### src/rtl/cache_arbiter.sv
// cache_arbiter
//   Shares the single cacheline-adapter port between the I-cache (line fills only)
//   and the D-cache (fills and writebacks). Only one transaction is in flight at a
//   time. When both sides ask in the same cycle, the grant alternates, so neither
//   side can be starved.
//
//   state  | meaning
//   IDLE   | no transaction in flight; arbitrate the pending requests
//   I_BUSY | I-cache fill in flight on the adapter port
//   D_BUSY | D-cache fill or writeback in flight on the adapter port
//
// Ports
//   clk, rst                       clock; synchronous active-high reset
//   i_pmem_*                       I-cache side: read request, address, rdata, resp
//   d_pmem_*                       D-cache side: read/write request, address, wdata,
//                                  rdata, resp
//   pmem_*                         adapter side: read/write, address, wdata (all
//                                  latched at grant), rdata, resp
module cache_arbiter #(
  parameter int unsigned LINE_WIDTH = 256,
  parameter int unsigned ADDR_WIDTH = 32
) (
  input  logic                  clk,
  input  logic                  rst,
  input  logic                  i_pmem_read,
  input  logic [ADDR_WIDTH-1:0] i_pmem_address,
  output logic [LINE_WIDTH-1:0] i_pmem_rdata,
  output logic                  i_pmem_resp,
  input  logic                  d_pmem_read,
  input  logic                  d_pmem_write,
  input  logic [ADDR_WIDTH-1:0] d_pmem_address,
  input  logic [LINE_WIDTH-1:0] d_pmem_wdata,
  output logic [LINE_WIDTH-1:0] d_pmem_rdata,
  output logic                  d_pmem_resp,
  output logic                  pmem_read,
  output logic                  pmem_write,
  output logic [ADDR_WIDTH-1:0] pmem_address,
  output logic [LINE_WIDTH-1:0] pmem_wdata,
  input  logic [LINE_WIDTH-1:0] pmem_rdata,
  input  logic                  pmem_resp
);

  typedef enum logic [1:0] {
    IDLE   = 2'd0,
    I_BUSY = 2'd1,
    D_BUSY = 2'd2
  } state_e;

  localparam logic GRANT_I = 1'b0;
  localparam logic GRANT_D = 1'b1;

  state_e                state_q, state_d;
  logic                  last_grant_q, last_grant_d;
  logic [ADDR_WIDTH-1:0] addr_q, addr_d;
  logic [LINE_WIDTH-1:0] wdata_q, wdata_d;
  logic                  op_write_q, op_write_d;

  logic i_req;
  logic d_req;
  logic grant_i;

  // State register. last_grant resets to D so the first contended grant goes to I.
  always_ff @(posedge clk) begin
    if (rst) begin
      state_q      <= IDLE;
      last_grant_q <= GRANT_D;
      addr_q       <= '0;
      wdata_q      <= '0;
      op_write_q   <= 1'b0;
    end else begin
      state_q      <= state_d;
      last_grant_q <= last_grant_d;
      addr_q       <= addr_d;
      wdata_q      <= wdata_d;
      op_write_q   <= op_write_d;
    end
  end

  assign i_req   = i_pmem_read;
  assign d_req   = d_pmem_read | d_pmem_write;
  // I wins when it is alone, or when both ask and D had the previous grant.
  assign grant_i = i_req & (~d_req | (last_grant_q == GRANT_D));

  // Next-state and grant-time latching.
  always_comb begin
    state_d      = state_q;
    last_grant_d = last_grant_q;
    addr_d       = addr_q;
    wdata_d      = wdata_q;
    op_write_d   = op_write_q;
    case (state_q)
      IDLE: begin
        if (grant_i) begin
          state_d      = I_BUSY;
          last_grant_d = GRANT_I;
          addr_d       = i_pmem_address;
          op_write_d   = 1'b0;
        end else if (d_req) begin
          state_d      = D_BUSY;
          last_grant_d = GRANT_D;
          addr_d       = d_pmem_address;
          wdata_d      = d_pmem_wdata;
          // A simultaneous read+write is illegal; treat it as the writeback.
          op_write_d   = d_pmem_write;
        end
      end
      I_BUSY, D_BUSY: begin
        if (pmem_resp) begin
          state_d = IDLE;
        end
      end
      default: state_d = IDLE;
    endcase
  end

  // Outputs. Requester inputs are never looked at while busy, so the adapter sees
  // stable latched values for the whole transaction.
  always_comb begin
    pmem_read    = 1'b0;
    pmem_write   = 1'b0;
    i_pmem_resp  = 1'b0;
    d_pmem_resp  = 1'b0;
    pmem_address = addr_q;
    pmem_wdata   = wdata_q;
    i_pmem_rdata = pmem_rdata;
    d_pmem_rdata = pmem_rdata;
    if (state_q == I_BUSY || state_q == D_BUSY) begin
      pmem_read  = ~op_write_q;
      pmem_write = op_write_q;
    end
    if (state_q == I_BUSY) i_pmem_resp = pmem_resp;
    if (state_q == D_BUSY) d_pmem_resp = pmem_resp;
  end

endmodule

### config.mk
export PLATFORM = sky130hd
export DESIGN_NAME = cache_arbiter
export DESIGN_NICKNAME = d
export VERILOG_FILES = /design/src/rtl/cache_arbiter.sv
export SDC_FILE = /design/constraint.sdc
export NUM_CORES = 1
export LEC_CHECK = 0
export BUFFER_PORTS_ARGS = -buffer_cell sky130_fd_sc_hd__buf_4
export CAP_MARGIN = 10
export CORE_AREA = 3 3 545 547
export CTS_BUF_LIST = sky130_fd_sc_hd__clkbuf_8
export DETAILED_ROUTE_END_ITERATION = 16
export DIE_AREA = 0 0 548 550
export HOLD_SLACK_MARGIN = 0.06
export PLACE_DENSITY = 0.3
export RECOVER_POWER = 50
export SYNTH_ARGS = -nofsm -noshare
export SYNTH_HDL_FRONTEND = slang
export SYNTH_SLANG_ARGS = --single-unit
### constraint.sdc
create_clock -name clk -period 1.84 [get_ports clk]
set_input_delay 0.184 -clock clk [delete_from_list [all_inputs] [get_ports clk]]
set_output_delay 0.184 -clock clk [all_outputs]
set_load 0.02 [all_outputs]
---- Yosys cells after proc, flatten, opt, wreduce, memory -nomap -nowiden ----
Index checks and enable logic that the tools add are counted.
word-level totals
  register bits ........................... 292
  bits of input ports ..................... 582
operators by class
  mux-type cells .......................... 14
  reductions and logical operators ........ 7
  equality and inequality tests ........... 4
  bitwise logic cells ..................... 6
operator list
  operator              count
  $mux W32              2
  $mux W1               8
  $mux W2               3
  $pmux W2 S2           1
  $reduce_and A2 Y1     2
  $ne A3 B3 Y1 const B  1
  $not A1 Y1            3
  $reduce_and A3 Y1     1
  $eq A2 B1 Y1 const B  1
  $eq A2 B2 Y1 const B  1
  $logic_not A2 Y1      1
  $ne A2 B2 Y1 const B  1
  $or A1 B1 Y1          2
  $reduce_bool A2 Y1    1
  $reduce_or A2 Y1      1
  $and A1 B1 Y1         1
  $logic_or A1 B1 Y1    1

---- Logic depth before layout (Yosys ltp) ----
Gate-level depths: netlist of run 1.
  depth in word-level cells ............... 6
  mapped depth ............................ 8
  depth with buffers taken out ............ 5

---- Worst setup path after synthesis of run 1 ----
No wires, ideal clock.
  path type ............................... reg2reg
  start point ............................. register state_q[0]
  end point ............................... register addr_q[27] (netlist: pmem_address[27])
  period minus slack after synthesis ...... 1.503 ns
  arrival time ............................ 1.415 ns
  cell stages (with the launch flop) ...... 9
  path slack .............................. 0.337 ns
  data required time ...................... 1.752 ns
  cell sequence ........................... dfxtp_1 > inv_1 > ha_1 > buf_2 > o31a_1 > buf_6 > buf_4 > nor2_1 > a311oi_2
between the ends
  longest elaborated chain between the ends .. 2
ends and longest elaborated chain
  element                             RTL line  RTL
  start: declaration                  52        state_e state_q, state_d;
  start signal: assignment            71        state_q <= state_d;
  $logic_not A2 Y1                    91        case (state_q)
  $reduce_and A2 Y1 (no source line)  --
  end signal: assignment              73        addr_q <= addr_d;
  end: declaration                    54        logic [ADDR_WIDTH-1:0] addr_q, addr_d;
Every way passes these cells.
A chain may end at the register's enable or synchronous reset.

---- Worst setup path after layout of run 1 ----
  start point ............................. register state_q[1]
  end point ............................... output pmem_read
between the ends
  longest elaborated chain between the ends .. 3
  elaborated cells between the ends (all ways) .. 4
ends and longest elaborated chain
  element                                              RTL line  RTL
  $eq A2 B1 Y1 / $eq A2 B2 Y1 (equally long branches)  127       if (state_q == I_BUSY || state_q == D_BUSY) begin
  $logic_or A1 B1 Y1 (*)                               127
  $mux W1 (*)                                          127
  end: declaration                                     35        output logic pmem_read,
Every way passes the cells marked *; elsewhere a longest branch is shown, timed or not.

==> results of run 1 <==
[what timing repair did]
action,CTS,global route
buffers inserted,1,7
pin swaps,1,1
endpoints found under the setup margin,9,7
cloned,0,3
endpoints found under the hold margin,292,0
resized for setup,21,3
hold buffers,379,0
[report_power, final]
group | internal [mW] | switching [mW]
logic | 3.22 | 5.41
registers | 7.10 | 0.460
clock network | 5.18 | 3.97
total | 15.5 | 9.84
[worst register-to-register path, cell delays in order, from the launching register on]
cell	delay [ns]
dfxtp_2	0.33
inv_2	0.09
ha_4	0.19
clkbuf_1	0.23
buf_4	0.18
buf_12	0.15
buf_12	0.27
nand3_1	0.24
a21oi_1	0.16
[registers in the layout (all words and copies together) (netlist names)]
register      flops
pmem_address     32
last_grant_q      1
op_write_q        1
state_q           2
pmem_wdata      256
[worst max path at each step]
stage,start,to,slack [ns]
finish,state_q[1],pmem_read,-0.04
global route,state_q[1],pmem_read,-0.20
CTS,state_q[1],pmem_read,-0.22
detailed placement,state_q[0],pmem_wdata[194],0.09
global placement,state_q[0],pmem_wdata[188],0.06
floorplan,state_q[0],pmem_address[27],0.34
[kinds of logic (layout without fill, tap and decap cells)]
| group | Yosys count | in the layout | share of synthesized area (%) |
|---|---|---|---|
| other | 0 | 12 | 0 |
| adder cells (fa/ha/maj) | 3 | 3 | 0.246 |
| AO/OA/AOI/OAI | 590 | 590 | 20.7 |
| flip-flops | 292 | 292 | 38.3 |
| buffers and inverters | 683 | 1200 | 30.1 |
| AND/OR/NAND/NOR | 329 | 329 | 10.6 |
[metrics by stage]
| stage | std cells | instance area, sq um |
|---|---|---|
| floorplan | 1897 | 15300 |
| detailed placement | 5816 | 21100 |
| finish | 6345 | 26600 |
| CTS | 6324 | 26500 |
| global placement | 5816 | 21100 |
| global route | 6339 | 26600 |
[area by class of cell]
type / count / share of cell area (%)
Clock buffer: 92 / 4.76
Timing Repair Buffer: 1068 / 35.2
Sequential cell: 292 / 22.0
Antenna cell: 12 / 0.113
Inverter: 4 / 0.0847
Multi-Input combinational cell: 922 / 18.3
Tap cell: 3919 / 18.4
Clock inverter: 36 / 1.08
[synth_stat cells, types with 2 or more instances]
library cell	instances	area (sq um)
ha_1	3	37.5
dfxtp_1	292	5850
clkbuf_1	105	394
a21oi_1	259	1300
nand3_1	288	1440
o21ai_0	289	1450
a311oi_1	28	245
buf_1	12	45.0
buf_2	39	195
buf_4	518	3890
and2_1	3	18.8
o211ai_1	2	15.0
a311oi_2	4	60.1
buf_6	5	56.3
nor2_1	32	120
inv_1	3	11.3
nor2b_1	2	12.5
[routing by layer]
| layer | wire length [microns] | part of all wire (%) |
|---|---|---|
| met3 | 32200 | 21 |
| met4 | 10000 | 6.5 |
| met2 | 62700 | 40 |
| met5 | 55 | 0.035 |
| met1 | 50600 | 33 |
==> run metrics, run 1 <==
status=finished, violations left; failing checks=negative setup slack; Hold Path Class=primary input to flop; post-synthesis cell count=1897; largest net degree at the start of global routing=84; vias in the first global route=16500; Initial DRC Count=907; Setup CP Type=flop to primary output; most frequent cells in the layout=buf_4, dlygate4sd3_1, o21ai_0; reg2reg end=pmem_wdata[30]; hold_ws=0.210 ns; Final min period=1.88 ns; sequential area share after synthesis=38.3%; Yosys Warn Count=0; grt met3 use=under 10%; final core area utilization=9.07%; CP bufs+invs=2; hpwl dp=129000 microns; total power=25.3 mW; I/O Buffers=around 620; Ports=1386; DP Worst Slack=around 0.088 ns; RSZ-0062 raised after global routing=yes; Post-route DRC=0; Worst R2R Start=state_q[1]; type of origin of the critical path=flop; synthesized area=15300 sq um; Slowest Stage Delay on Critical Path=approximately 0.34 ns; FF/Latch Area=5850 sq um; Hold Path Sink=pmem_wdata[119]; Total GRT Usage=9.68%; CTS Buf Count=77; Worst-path clk slew=0.05 ns; worst skew pair latency=about 0.87 ns; final setup fails=5; Routed Antenna Nets=0; flop2flop setup slack=-0.03 ns; Die Wd=between 500 and 600 microns; CTS root buf=clkbuf_8; period utilisation layout=102%; depth of the most critical reg-to-reg path=8; Initial Util=5.21%; RePlAce Congestion=0.742; # rows=between 150 and 200; die area=301000 sq um; PwrDens=~950 nW/um^2; Avg Inst Size Synth=between 8 and 9 sq um; routed vias/inst=2.52; wire per inst=~25 microns; crit path cell chain=inv_2 > ha_4 > nor2b_4 > buf_6; CP Capture Type=primary output; CP delay by family, top=flip-flops; Pleak=between 9 and 10 nW; htree depth=3; setup tns final=-0.131 ns; layout cell share with drive strength beyond 1=33.6%; die extent in y=approximately 550 microns; met2 track demand over resource=between 10% and 20%; First-pass DRT Iterations=5; vias=16000; area grow syn2layout=74.3%; Final Hold Fails=0; commonest non-fill, non-tap cell in the layout=buf_4; clk_skew=0.110 ns; fillers=about 34000; core area=a little under 300000 sq um; Seq cells post-synth=292; clock tree buffer depth=4; Top FF cell, synth=dfxtp_1; Max Cap Viol=0; initial antenna violation count=54; fmax=between 500 and 600 MHz; GRT overflow=0; EDFF count, synth=0; Peak VDD IR=around 0.5 mV; Async SR Flop Fraction=0%; Post-Syn Nets=2482; Relative slew margins=approximately three fifths; GR peak layer=met2; Final Max Slew Viols=0; CTS tree=yes; worst path arrival time=~1.7 ns; Clock Sink Count=292; hold-critical path depth=4; first-pass GRT wire length=189000 microns; synth unique cells=30; final worst setup slack=-0.0399 ns; nets=roughly 3000; critical path depth in cells=4; slowest CP cell=dfxtp_2; final WL=156000 microns; Hold Path Origin=d_pmem_wdata[119]; Slew @ Worst Pin=approximately 0.60 ns; multi-input logic area=a little under 5000 sq um; WP data required=between 1.5 and 2 ns; Crit Path Max Fanout=3; M1 GR Usage=9.07%
(Power assumes the default switching activity.)
==> run 2: changes to the inputs <==
--- a/config.mk
+++ b/config.mk
@@ -14,6 +14,7 @@
 export HOLD_SLACK_MARGIN = 0.06
 export PLACE_DENSITY = 0.3
 export RECOVER_POWER = 50
+export SETUP_SLACK_MARGIN = 0.2
 export SYNTH_ARGS = -nofsm -noshare
 export SYNTH_HDL_FRONTEND = slang
 export SYNTH_SLANG_ARGS = --single-unit
==> constraint.sdc (replaced) <==
create_clock -name clk -period 1.84 [get_ports clk]
set_input_delay 0 -clock clk [delete_from_list [all_inputs] [get_ports clk]]
set_output_delay 0 -clock clk [all_outputs]
set_load 0.02 [all_outputs]
==> run 2 against run 1 <==
  * The flow now finishes without violations
  * Clock power decreased by 4.2%
  * Setup slack improved by 0.17 ns
  * Maximum frequency increased by 9.8%
  * Global-route usage up 0.25 points
  * Sequential power about the same
  * Combinational power rose by 36%
  * Via count is 16% higher
  * Power is 11% higher
  * Sequential share of layout area decreased by 4.0 points
  * Flip-flop and latch count is the same
  * Critical path depth stayed put
==> run metrics, run 2 (synthesis gave the netlist of run 1 again) <==
die extent in y=550 microns (unchanged); Relative slew margins=38.6% (-21 points); Hold Path Origin=d_pmem_wdata[15]; most frequent cells in the layout=dlygate4sd3_1, buf_4, dfxtp_1; vias=18600 (+16%); Logic pwr share=41.7% (+7.7 points); CP Capture Type=primary output; area grow syn2layout=113%; Initial DRC Count=1020 (+12%); final WL=162000 microns (+4.1%); period utilisation layout=93.1% (-9.1 points); # rows=199 (unchanged); total power=28.0 mW (+11%); Post-route DRC=0 (unchanged); Clock Sink Count=292 (unchanged); slowest CP cell=dfxtp_2; Die Wd=548 microns (unchanged); I/O Buffers=617 (unchanged); Final min period=1.71 ns (-0.168 ns); CTS root buf=clkbuf_8; Pleak=11.9 nW (+25%); nets=3488 (+18%); max reg flops=256 (unchanged); htree depth=3 (unchanged); NetSw=11.6 mW (+18%); commonest non-fill, non-tap cell in the layout=dlygate4sd3_1; clk_skew=0.0832 ns (-0.0272 ns); final setup fails=0 (-5); first-pass GRT wire length=197000 microns (+4.4%); grt met3 use=6.87% (-2.4 points); WP data required=1.84 ns (+0.18 ns); hold_ws=0.129 ns (-0.0811 ns); type of origin of the critical path=flop; hpwl dp=129000 microns (-0.47%); die area=301000 sq um (unchanged); Final Hold Fails=0 (unchanged); worst path arrival time=1.71 ns (about the same); Total GRT Usage=9.93% (+0.25 points); Hold Path Sink=pmem_wdata[15]; initial antenna violation count=80 (+48%); PwrDens=864 nW/um^2 (-9.4%); vias in the first global route=18600 (+13%); clock power share=31.3% (-4.8 points); Ports=1386 (unchanged); Max Cap Viol=0 (unchanged); Peak VDD IR=0.492 mV (-1.2%); reg2reg end=pmem_wdata[35]; Int Power=16.5 mW (+6.1%); layout cell share with drive strength beyond 1=28.3% (-5.3 points); routed vias/inst=2.69 (+6.8%); status=complete, no violations; wire per inst=23.4 microns (-4.4%); Crit Path Max Fanout=3 (unchanged); core area=293000 sq um (unchanged); met2 track demand over resource=15.1% (+1.4 points); Post-Place Cells=5820 (+0.069%); Slowest Stage Delay on Critical Path=0.34 ns (about the same); Hold Path Class=primary input to flop; Final Max Slew Viols=0 (unchanged); M1 GR Usage=10.9% (+1.8 points); hold-critical path depth=4 (unchanged); GR peak layer=met2; First-pass DRT Iterations=5 (unchanged); CTS Buf Count=75 (-2.6%); GRT overflow=0 (unchanged); sw frac=41.3% (+2.5 points); Worst Setup SP=state_q[0]; crit path cell chain=inv_2 > ha_4 > nor2b_4 > buf_6; flop2flop setup slack=0.22 ns (+0.25 ns); Setup CP Type=flop to primary output; CTS tree=yes; Flop pwr share=27.0% (-2.8 points); Cell Count, Final, Fillers Out=6908 (+8.9%); worst skew pair latency=0.85 ns (-0.02 ns); Worst R2R Start=last_grant_q; Routed Antenna Nets=0 (unchanged); RePlAce Congestion=0.758 (+2.1%); Initial Util=5.21% (unchanged); fmax=584 MHz (+9.8%); Worst-path clk slew=0.05 ns (about the same); largest net degree at the start of global routing=75 (-11%); clock tree buffer depth=4 (unchanged); RSZ-0062 raised after global routing=yes; Slew @ Worst Pin=0.919 ns (+0.315 ns); depth of the most critical reg-to-reg path=5 (-3)
-- run 2: layer usage --
layer  share of wire (%)  up-vias  routed length [microns]
met4                 4.0       36                     6450
met2                  42     1271                    68600
li1                    -     8130                        -
met5                0.15        -                      236
met3                  16      311                    25400
met1                  38     8810                    61300
-- run 2: layout make-up --
| class | instances | area (sq um) |
|---|---|---|
| timing repair buffer | 1606 | 15100 |
| timing repair inverter | 2 | 22.5 |
| fill | 33900 | 261000 |
| antenna | 37 | 92.6 |
| inverter | 4 | 41.3 |
| multi-input combinational | 922 | 5000 |
| tap | 3919 | 4900 |
| clock inverter | 34 | 215 |
| sequential | 292 | 5850 |
| clock buffer | 92 | 1270 |
-- run 2: worst max path at each step --
| stage | to | depth (start not counted) |
|---|---|---|
| after global routing | pmem_write | 4 |
| final | pmem_read | 4 |
| after detailed placement | pmem_wdata[107] | 6 |
| after CTS | pmem_read | 4 |
| after global placement | pmem_wdata[107] | 6 |
| after floorplan | pmem_address[27] | 8 |
-- run 2: power by group through the flow --
stage | clock [mW] | combinational (mW) | sequential (mW)
2_1_floorplan | 0 | 4.04 | 8.47
3_3_place_gp | 0 | 8.09 | 7.67
3_5_place_dp | 0 | 8.10 | 7.68
4_1_cts | 9.38 | 11.2 | 7.57
5_1_grt | 9.55 | 12.6 | 7.65
6_report | 8.77 | 11.7 | 7.56
-- run 2: critical path: cells and delay by family (launching register included) --
kind,cells,cell delay (ns)
adders and majority gates,1,0.28
buffers and inverters,2,0.19
DFF,1,0.34
and+or+nand+nor,1,0.14
-- run 2: stage by stage --
stage / setup TNS (ns) / area (sq um) / setup slack (ns) / utilization [%]
6_report: 0 / 32500 / 0.128 / 11.1
2_1_floorplan: 0 / 15300 / 0.337 / -
5_1_grt: -0.0988 / 32400 / -0.0502 / 11.1
3_3_place_gp: -0.0194 / 21200 / -0.0194 / 7.22
4_1_cts: -0.0851 / 31900 / -0.0427 / 10.9
3_5_place_dp: -0.00721 / 21200 / -0.00721 / 7.22
-- run 2: timing repair --
item | CTS | global route
hold buffers | 893 | 0
gates cloned | 3 | 12
resized for setup | 31 | 78
pin swaps | 1 | 5
buffers inserted | 4 | 13
endpoints found under the hold margin | 804 | 0
endpoints found under the setup margin | 178 | 103
